### config.mk
export PLATFORM = sky130hd
export DESIGN_NAME = alu_serial_exec
export DESIGN_NICKNAME = d
export VERILOG_FILES = /design/src/rtl/alu_serial_exec.sv
export SDC_FILE = /design/constraint.sdc
export NUM_CORES = 1
export LEC_CHECK = 0
export CAP_MARGIN = 20
export CORE_ASPECT_RATIO = 0.6
export CORE_UTILIZATION = 68
export DETAILED_ROUTE_END_ITERATION = 12
export DONT_BUFFER_PORTS = 1
export PLACE_DENSITY_LB_ADDON = 0.05
export SYNTH_ARGS = -nofsm -noshare
export SYNTH_HDL_FRONTEND = slang
export SYNTH_SLANG_ARGS = --single-unit
### constraint.sdc
create_clock -name clk -period 8.6 [get_ports clk]
set_clock_uncertainty 0.05 [all_clocks]
set_input_delay 1.72 -clock clk [delete_from_list [all_inputs] [get_ports clk]]
set_output_delay 1.72 -clock clk [all_outputs]
set_load 0.01 [all_outputs]
### src/rtl/alu_serial_exec.sv
// ---------------------------------------------------------------------------
// alu_serial_exec
//
// Byte-serial ALU. A request is accepted in IDLE. Its operands are then
// processed one byte per clock, least significant byte first. The final
// result is presented on a registered valid/ready output port.
//
// Handshake rules (apply to both ports):
//   A transfer happens on a rising edge where valid && ready are both 1.
//   A producer may not drop valid, or change the payload, before the
//   transfer. A consumer may change ready freely.
//   in_ready is a pure function of state. It has no path from in_valid.
//
// Parameters:
//   WIDTH      operand/result width. Must be a multiple of 8 in 8..64.
//
// Ports:
//   clk        rising-edge clock
//   reset      synchronous, active-high reset
//   in_valid   request present
//   in_ready   block is idle and can take a request
//   ALUControl opcode: 010 add, 110 sub, 000 and, 001 or, 100 xor, 111 slt,
//              any other code executes as add
//   SrcA/SrcB  operands, captured on acceptance
//   out_valid  ALUResult/Zero hold a completed result
//   out_ready  consumer takes the result
//   ALUResult  registered result
//   Zero       registered, 1 when ALUResult == 0
//   state_dbg  current FSM state (0 IDLE, 1 RUN, 2 DONE)
// ---------------------------------------------------------------------------
module alu_serial_exec #(
    parameter int WIDTH = 32
) (
    input  logic             clk,
    input  logic             reset,
    input  logic             in_valid,
    output logic             in_ready,
    input  logic [2:0]       ALUControl,
    input  logic [WIDTH-1:0] SrcA,
    input  logic [WIDTH-1:0] SrcB,
    output logic             out_valid,
    input  logic             out_ready,
    output logic [WIDTH-1:0] ALUResult,
    output logic             Zero,
    output logic [1:0]       state_dbg
);

    localparam int NB = WIDTH / 8;
    localparam int CW = (NB > 1) ? $clog2(NB) : 1;

    localparam logic [2:0] OP_AND = 3'b000;
    localparam logic [2:0] OP_OR  = 3'b001;
    localparam logic [2:0] OP_XOR = 3'b100;
    localparam logic [2:0] OP_SUB = 3'b110;
    localparam logic [2:0] OP_SLT = 3'b111;

    typedef enum logic [1:0] {
        IDLE = 2'd0,
        RUN  = 2'd1,
        DONE = 2'd2
    } state_t;

    state_t state, state_next;

    logic [CW-1:0]    cnt;
    logic             carry;
    logic [2:0]       op_q;
    logic [WIDTH-1:0] a_q, b_q, acc;

    logic             last_byte;
    logic             op_is_sub;
    logic             new_is_sub;
    logic [7:0]       a_byte, b_byte, b_eff, res_byte;
    logic [8:0]       sum;
    logic [WIDTH-1:0] acc_next, final_res;
    logic             slt_bit;

    assign in_ready  = (state == IDLE);
    assign out_valid = (state == DONE);
    assign state_dbg = state;

    assign last_byte  = (cnt == CW'(NB - 1));
    assign op_is_sub  = (op_q == OP_SUB) || (op_q == OP_SLT);
    assign new_is_sub = (ALUControl == OP_SUB) || (ALUControl == OP_SLT);

    // ------------------------------------------------------------------
    // FSM
    // ------------------------------------------------------------------
    always_ff @(posedge clk) begin
        if (reset) begin
            state <= IDLE;
        end else begin
            state <= state_next;
        end
    end

    always_comb begin
        state_next = state;
        case (state)
            IDLE:    if (in_valid)  state_next = RUN;
            RUN:     if (last_byte) state_next = DONE;
            DONE:    if (out_ready) state_next = IDLE;
            default: state_next = IDLE;
        endcase
    end

    // ------------------------------------------------------------------
    // Byte slice datapath
    // ------------------------------------------------------------------
    always_comb begin
        a_byte = '0;
        b_byte = '0;
        // Loop over constant slices so the select stays a plain mux.
        for (int k = 0; k < NB; k++) begin
            if (int'(cnt) == k) begin
                a_byte = a_q[8*k +: 8];
                b_byte = b_q[8*k +: 8];
            end
        end

        // sub/slt compute A + ~B + 1. The +1 enters as the initial carry.
        b_eff = op_is_sub ? ~b_byte : b_byte;
        sum   = {1'b0, a_byte} + {1'b0, b_eff} + {8'd0, carry};

        case (op_q)
            OP_AND:  res_byte = a_byte & b_byte;
            OP_OR:   res_byte = a_byte | b_byte;
            OP_XOR:  res_byte = a_byte ^ b_byte;
            default: res_byte = sum[7:0];
        endcase

        acc_next = acc;
        for (int k = 0; k < NB; k++) begin
            if (int'(cnt) == k) acc_next[8*k +: 8] = res_byte;
        end

        // Only meaningful on the last byte. sum[7] is the difference MSB.
        // Overflow occurs when the operand signs differ and the result sign
        // differs from A.
        slt_bit = sum[7] ^ ((a_q[WIDTH-1] ^ b_q[WIDTH-1]) &
                            (a_q[WIDTH-1] ^ sum[7]));

        final_res = (op_q == OP_SLT) ? {{(WIDTH-1){1'b0}}, slt_bit} : acc_next;
    end

    always_ff @(posedge clk) begin
        if (reset) begin
            cnt       <= '0;
            carry     <= 1'b0;
            op_q      <= '0;
            a_q       <= '0;
            b_q       <= '0;
            acc       <= '0;
            ALUResult <= '0;
            Zero      <= 1'b0;
        end else begin
            case (state)
                IDLE: begin
                    if (in_valid) begin
                        op_q  <= ALUControl;
                        a_q   <= SrcA;
                        b_q   <= SrcB;
                        cnt   <= '0;
                        carry <= new_is_sub;
                        acc   <= '0;
                    end
                end
                RUN: begin
                    cnt   <= cnt + CW'(1);
                    carry <= sum[8];
                    acc   <= acc_next;
                    // Outputs change only when the result is complete.
                    // They then hold through DONE and after consumption.
                    if (last_byte) begin
                        ALUResult <= final_res;
                        Zero      <= (final_res == '0);
                    end
                end
                default: ;
            endcase
        end
    end

endmodule

**Word-level counts from Yosys, hierarchy flattened**

Cells that the tools add are included.

- Latch bits: 0
- ROM bits: 0
- Register bits after elaboration: 137
- Memories kept: 0
- RAM bits: 0

- Order comparisons: 0
- Bitwise operators: 8
- Eq/ne operators: 15
- Div/mod/pow operators: 0
- Mux-type cells: 25
- Reduce and logical (&&, ||, !) cells: 11
- Multipliers: 0
- Shift-type cells: 0
- Add/subtract/negate cells: 3

Operator list:

| kind | count |
|---|---|
| $mux 8 | 13 |
| $mux 32 | 2 |
| $pmux 32 s2 | 1 |
| $logic_not 32->1 | 1 |
| $pmux 8 s3 | 1 |
| $eq 3x3->1 const B | 5 |
| $add 8x8->9 | 1 |
| $add 9x1->9 | 1 |
| $and 8x8->8 | 1 |
| $eq 2x2->1 const B | 4 |
| $mux 2 | 4 |
| $not 8->8 | 1 |
| $or 8x8->8 | 1 |
| $xor 8x8->8 | 1 |
| $pmux 2 s3 | 1 |
| $reduce_and 2->1 | 3 |
| $eq 2x1->1 const B | 2 |
| $logic_not 2->1 | 2 |
| $ne 2x2->1 const B | 2 |
| $pmux 2 s2 | 1 |
| $eq 3x1->1 const B | 1 |
| $logic_not 3->1 | 1 |
| $reduce_and 3->1 | 1 |
| $xor 1x1->1 | 3 |
| 7 further kinds | 8 |

**Logic depth before layout (Yosys ltp)**

- Depth in word-level cells: 14
- Gate-level depth with buffers: 20
- Gate-level depth less buffers: 19

**Worst setup path before layout**

No wires, ideal clock.

- Path type: reg-to-reg
- From: register cnt[0]
- To: register Zero
- Period minus slack after synthesis: 4025 ps
- Setup slack: 4575 ps
- Setup time: 59 ps
- Cell stages (with the launch flop): 19
- Data arrival time: 3915 ps
- Data required time: 8491 ps
- Cell sequence: dfxtp_1 > inv_1 > ha_1 > clkbuf_1 > clkbuf_1 > clkbuf_1 > a21oi_1 > nor2_1 > a21o_1 > fa_1 > inv_1 > fa_1 > nand2b_1 > a21oi_1 > xor2_1 > a21boi_0 > a21oi_1 > o41ai_2 > a41o_1

- Word-level cells in the longest chain between the ends: 14
- Elaborated cells between the ends (all ways): 31
- Classes of those cells: add/sub: 2; eq/ne: 4; mux: 15; bitwise: 7; reduce/logical: 3

Ends and longest elaborated chain:

| element | RTL line | source |
|---|---|---|
| start: declaration | 65 | `logic [CW-1:0] cnt;` |
| start signal: assignment | 169 | `cnt <= cnt + CW'(1);` |
| $logic_not 2->1 | 115, 134 |  |
| $mux 8 (4 in a row) | 115 | `if (int'(cnt) == k) begin` |
| $not 8->8 | 122 | `b_eff = op_is_sub ? ~b_byte : b_byte;` |
| $mux 8 | 122 |  |
| $add 8x8->9 | 123 | `sum = {1'b0, a_byte} + {1'b0, b_eff} + {8'd0, carry};` |
| $add 9x1->9 | 123 |  |
| $xor 1x1->1 | 141 | `(a_q[WIDTH-1] ^ sum[7]));` |
| $and 1x1->1 | 140 | `slt_bit = sum[7] ^ ((a_q[WIDTH-1] ^ b_q[WIDTH-1]) &` |
| $xor 1x1->1 | 140 |  |
| $mux 32 | 143 | `final_res = (op_q == OP_SLT) ? {{(WIDTH-1){1'b0}}, slt_bit} : acc_next;` |
| $logic_not 32->1 | 176 | `Zero <= (final_res == '0);` |
| end signal: assignment | 176 |  |
| end: declaration | 44 | `output logic Zero,` |

Parallel ways exist; a longest one is shown, timed or not.
A chain may end at the register's enable or synchronous reset.

**Worst setup path in the final report**

- From: register cnt[1]
- To: register Zero

Same word-level chain as after synthesis.

==> results.cfg <==
[global_route]
grt_pass1_wl_um = 30100
grt_pass1_vias = 5821
antenna_found_initial = 0
grt_overflow = 0
grt_usage_pct = 38.4
grt_max_degree = 135

[clock_network]
cts_sinks = 132
clock_latency_ns = 0.42
ctsResizeCount = 0
clockRootBuffer = clkbuf_16
cts_hold_buffers = 0
cts_tree = done
numCtsBuffers = 17
postCtsSetupRepairBufs = 0
cts_buffer_depth = 2
cts-htree-levels = 4
cts.clk_slew.worst_paths_ns = 0.06

[min_path]
min_path_type = reg2reg

[cells_and_area]
layout.cells.non_filler = 989
layout_commonest_cell = nand2_1
layout-drive-gt1-share_pct = 7.45
fillers = 710
layout_common_cells = nand2_1, a21oi_1, dfxtp_1
antenna_cells = 0
syn_to_final_growth_pct = 7.97
fin_nets = 947

[routing]
ant_nets = 0
vias_per_cell = 6.44
post_drt_wl_per_cell_um = 19.3
first_pass_iters = 8
first_iter_violations = 844
vias = 6372
drc = 0
routed_wl_um = 19100

[outcome]
status = finished clean

[setup_path]
path_max_fanout = 18
critPathRequiredTime_ns = 8.86
startpoint_type = flip-flop
timing.reg2reg.setup_slack_ns = 3.62
path_class = reg2reg
cp_data_arrival_time_ns = 5.23
crit_path_end_kind = flip-flop

[sta]
setup_viol = 0
worst_slew_pin_slew_ns = 1.16
timing.fmax_mhz = 201
hold_viol_final = 0
max_slew_margin_pct = 22.4
fin_ws_ns = 3.62
whs_ns = 0.398
setup-tns-final_ns = 0
min_period_over_period_pct = 57.9
rsz0062_at_grt = false
finalMaxSlewViolations = 0
period_needed_ns = 4.98

[floorplanning]
core_area_um2 = 9390
die_area_um2 = 10300
initial_utilization_pct = 71.7
die_w_um = 130
io_pins = 108
die_h_um = 79.1
rows = 27

[pwr]
p_leak_uw = 0.00293
cellPowerDensity_nw_per_um2 = 215
ir_worst_vdd_mv = 0.162
total_power_uw = 1570

[logic_synthesis]
synthMuxAreaShare_pct = 3.16
synth-compound-area-share_pct = 23.4
ys_seq_area_share_pct = 39.2
synth_top_family_by_area = compound AO/OA/AOI/OAI gates
synth_fp_nets = 985
ys_types = 59
yosys_register_bits = 132
ys_async_sr_fraction_pct = 0
synth_enable_flop_cells = 0
synthAdderAreaFrac_pct = 5.76
synth-xor-area-share_pct = 1.43
synth_simple_gate_area_share_pct = 21.9
syn_area_um2 = 6740
synth_warnings = 0
syn_area_per_cell_um2 = 7.61
ys.flop_type = dfxtp_1
netlist_instances = 885

[place]
portBuffers = 0
place_inst = 957
dpl.hpwl_um = 13100
dp_slack_ns = 3.86
place_congestion = 0.996

[flow_run]
cap_violations = 0
==> metal layers <==
| layer | routed length [um] | track usage (%) |
|---|---|---|
| met1 | 8730 | 56.5 |
| met4 | 324 | 12.5 |
| met3 | 2350 | 11.1 |
| met5 | 0 | 0 |
| met2 | 7690 | 53.0 |
==> sequential cells by signal, indices dropped and copies added, names as in the netlist <==
name	count
state_dbg	2
cnt	2
Zero	1
carry	1
b_q	32
ALUResult	32
a_q	32
acc	27
op_q	3
==> final cells by class <==
cell class | count | area, um^2 | area share [%]
Inverter | 18 | 67.6 | 0.929
Clock buffer | 20 | 467 | 6.42
Timing Repair Buffer | 9 | 71.3 | 0.981
Sequential cell | 132 | 2640 | 36.3
Clock inverter | 11 | 103 | 1.41
Multi-Input combinational cell | 669 | 3760 | 51.7
Tap cell | 130 | 163 | 2.24
==> synth_stat cells (2+ instances only) <==
cell	n	area [um^2]
a211oi_1	12	90.1
a21boi_0	2	15.0
a21o_1	12	90.1
a21oi_1	149	746
a22o_1	2	17.5
a22oi_1	37	278
a311oi_1	3	26.3
a31oi_1	2	12.5
and2_1	7	43.8
and3_1	11	68.8
buf_1	7	26.3
buf_2	2	10.0
buf_6	3	33.8
clkbuf_1	54	203
dfxtp_1	132	2640
fa_1	2	40.0
ha_1	27	338
inv_1	17	63.8
mux2_2	10	113
mux2i_1	10	100
nand2_1	165	619
nand2b_1	4	25.0
nand3_1	15	75.1
nand3b_1	2	15.0
nor2_1	116	435
nor2b_1	4	25.0
nor3_1	10	50.1
nor4_1	4	25.0
o211ai_1	2	15.0
o21a_1	4	30.0
o21ai_0	13	65.1
o21ai_1	3	15.0
o22ai_1	3	18.8
or2_1	2	12.5
or2_2	2	12.5
or3_1	3	18.8
xnor2_1	2	17.5
xor2_1	9	78.8
==> metrics by stage <==
stage               util, %  instance area [um^2]
finish                 77.4                  7270
global placement       71.3                  6690
global route           77.4                  7270
CTS                    77.3                  7260
floorplan                 -                  6740
detailed placement     71.3                  6690
==> path summary, 6_finish.rpt <==
path                              from      to  cells past startpoint
worst max-delay path            cnt[1]    Zero                     19
worst min-delay path            a_q[5]  a_q[5]                      2
worst max register to register  cnt[1]    Zero                     19
worst min register to register  a_q[5]  a_q[5]                      2
==> cells by family after synthesis <==
group | Yosys count
AND/OR/NAND/NOR | 351
adder cells (fa/ha/maj) | 30
flip-flops | 132
AO/OA/AOI/OAI | 257
XOR/XNOR | 11
buffers and inverters | 84
multiplexers | 20
==> power breakdown <==
part / switching [uW] / total [uW] / internal (uW) / leakage, uW
Clock: 276 / 696 / 420 / 0.000275
Combinational: 141 / 216 / 74.2 / 0.00158
Sequential: 20.9 / 655 / 635 / 0.00107
==> critical path: stages (launching register included) <==
cell and delay, ns:
dfxtp_1 0.34, inv_1 0.10, ha_1 0.17, clkinv_1 0.42, nand3_1 0.25, a21oi_1 0.09, a21oi_1 0.14, nor2_1 0.05
a21oi_1 0.28, xor2_1 0.22, fa_1 0.25, inv_1 0.07, fa_1 0.47, nand2b_1 0.24, a21oi_1 0.20, xor2_1 0.28
a21boi_0 0.31, a211oi_1 0.60, a21oi_1 0.10, a41o_1 0.24
No activity file was read; power rests on OpenSTA's default activity.
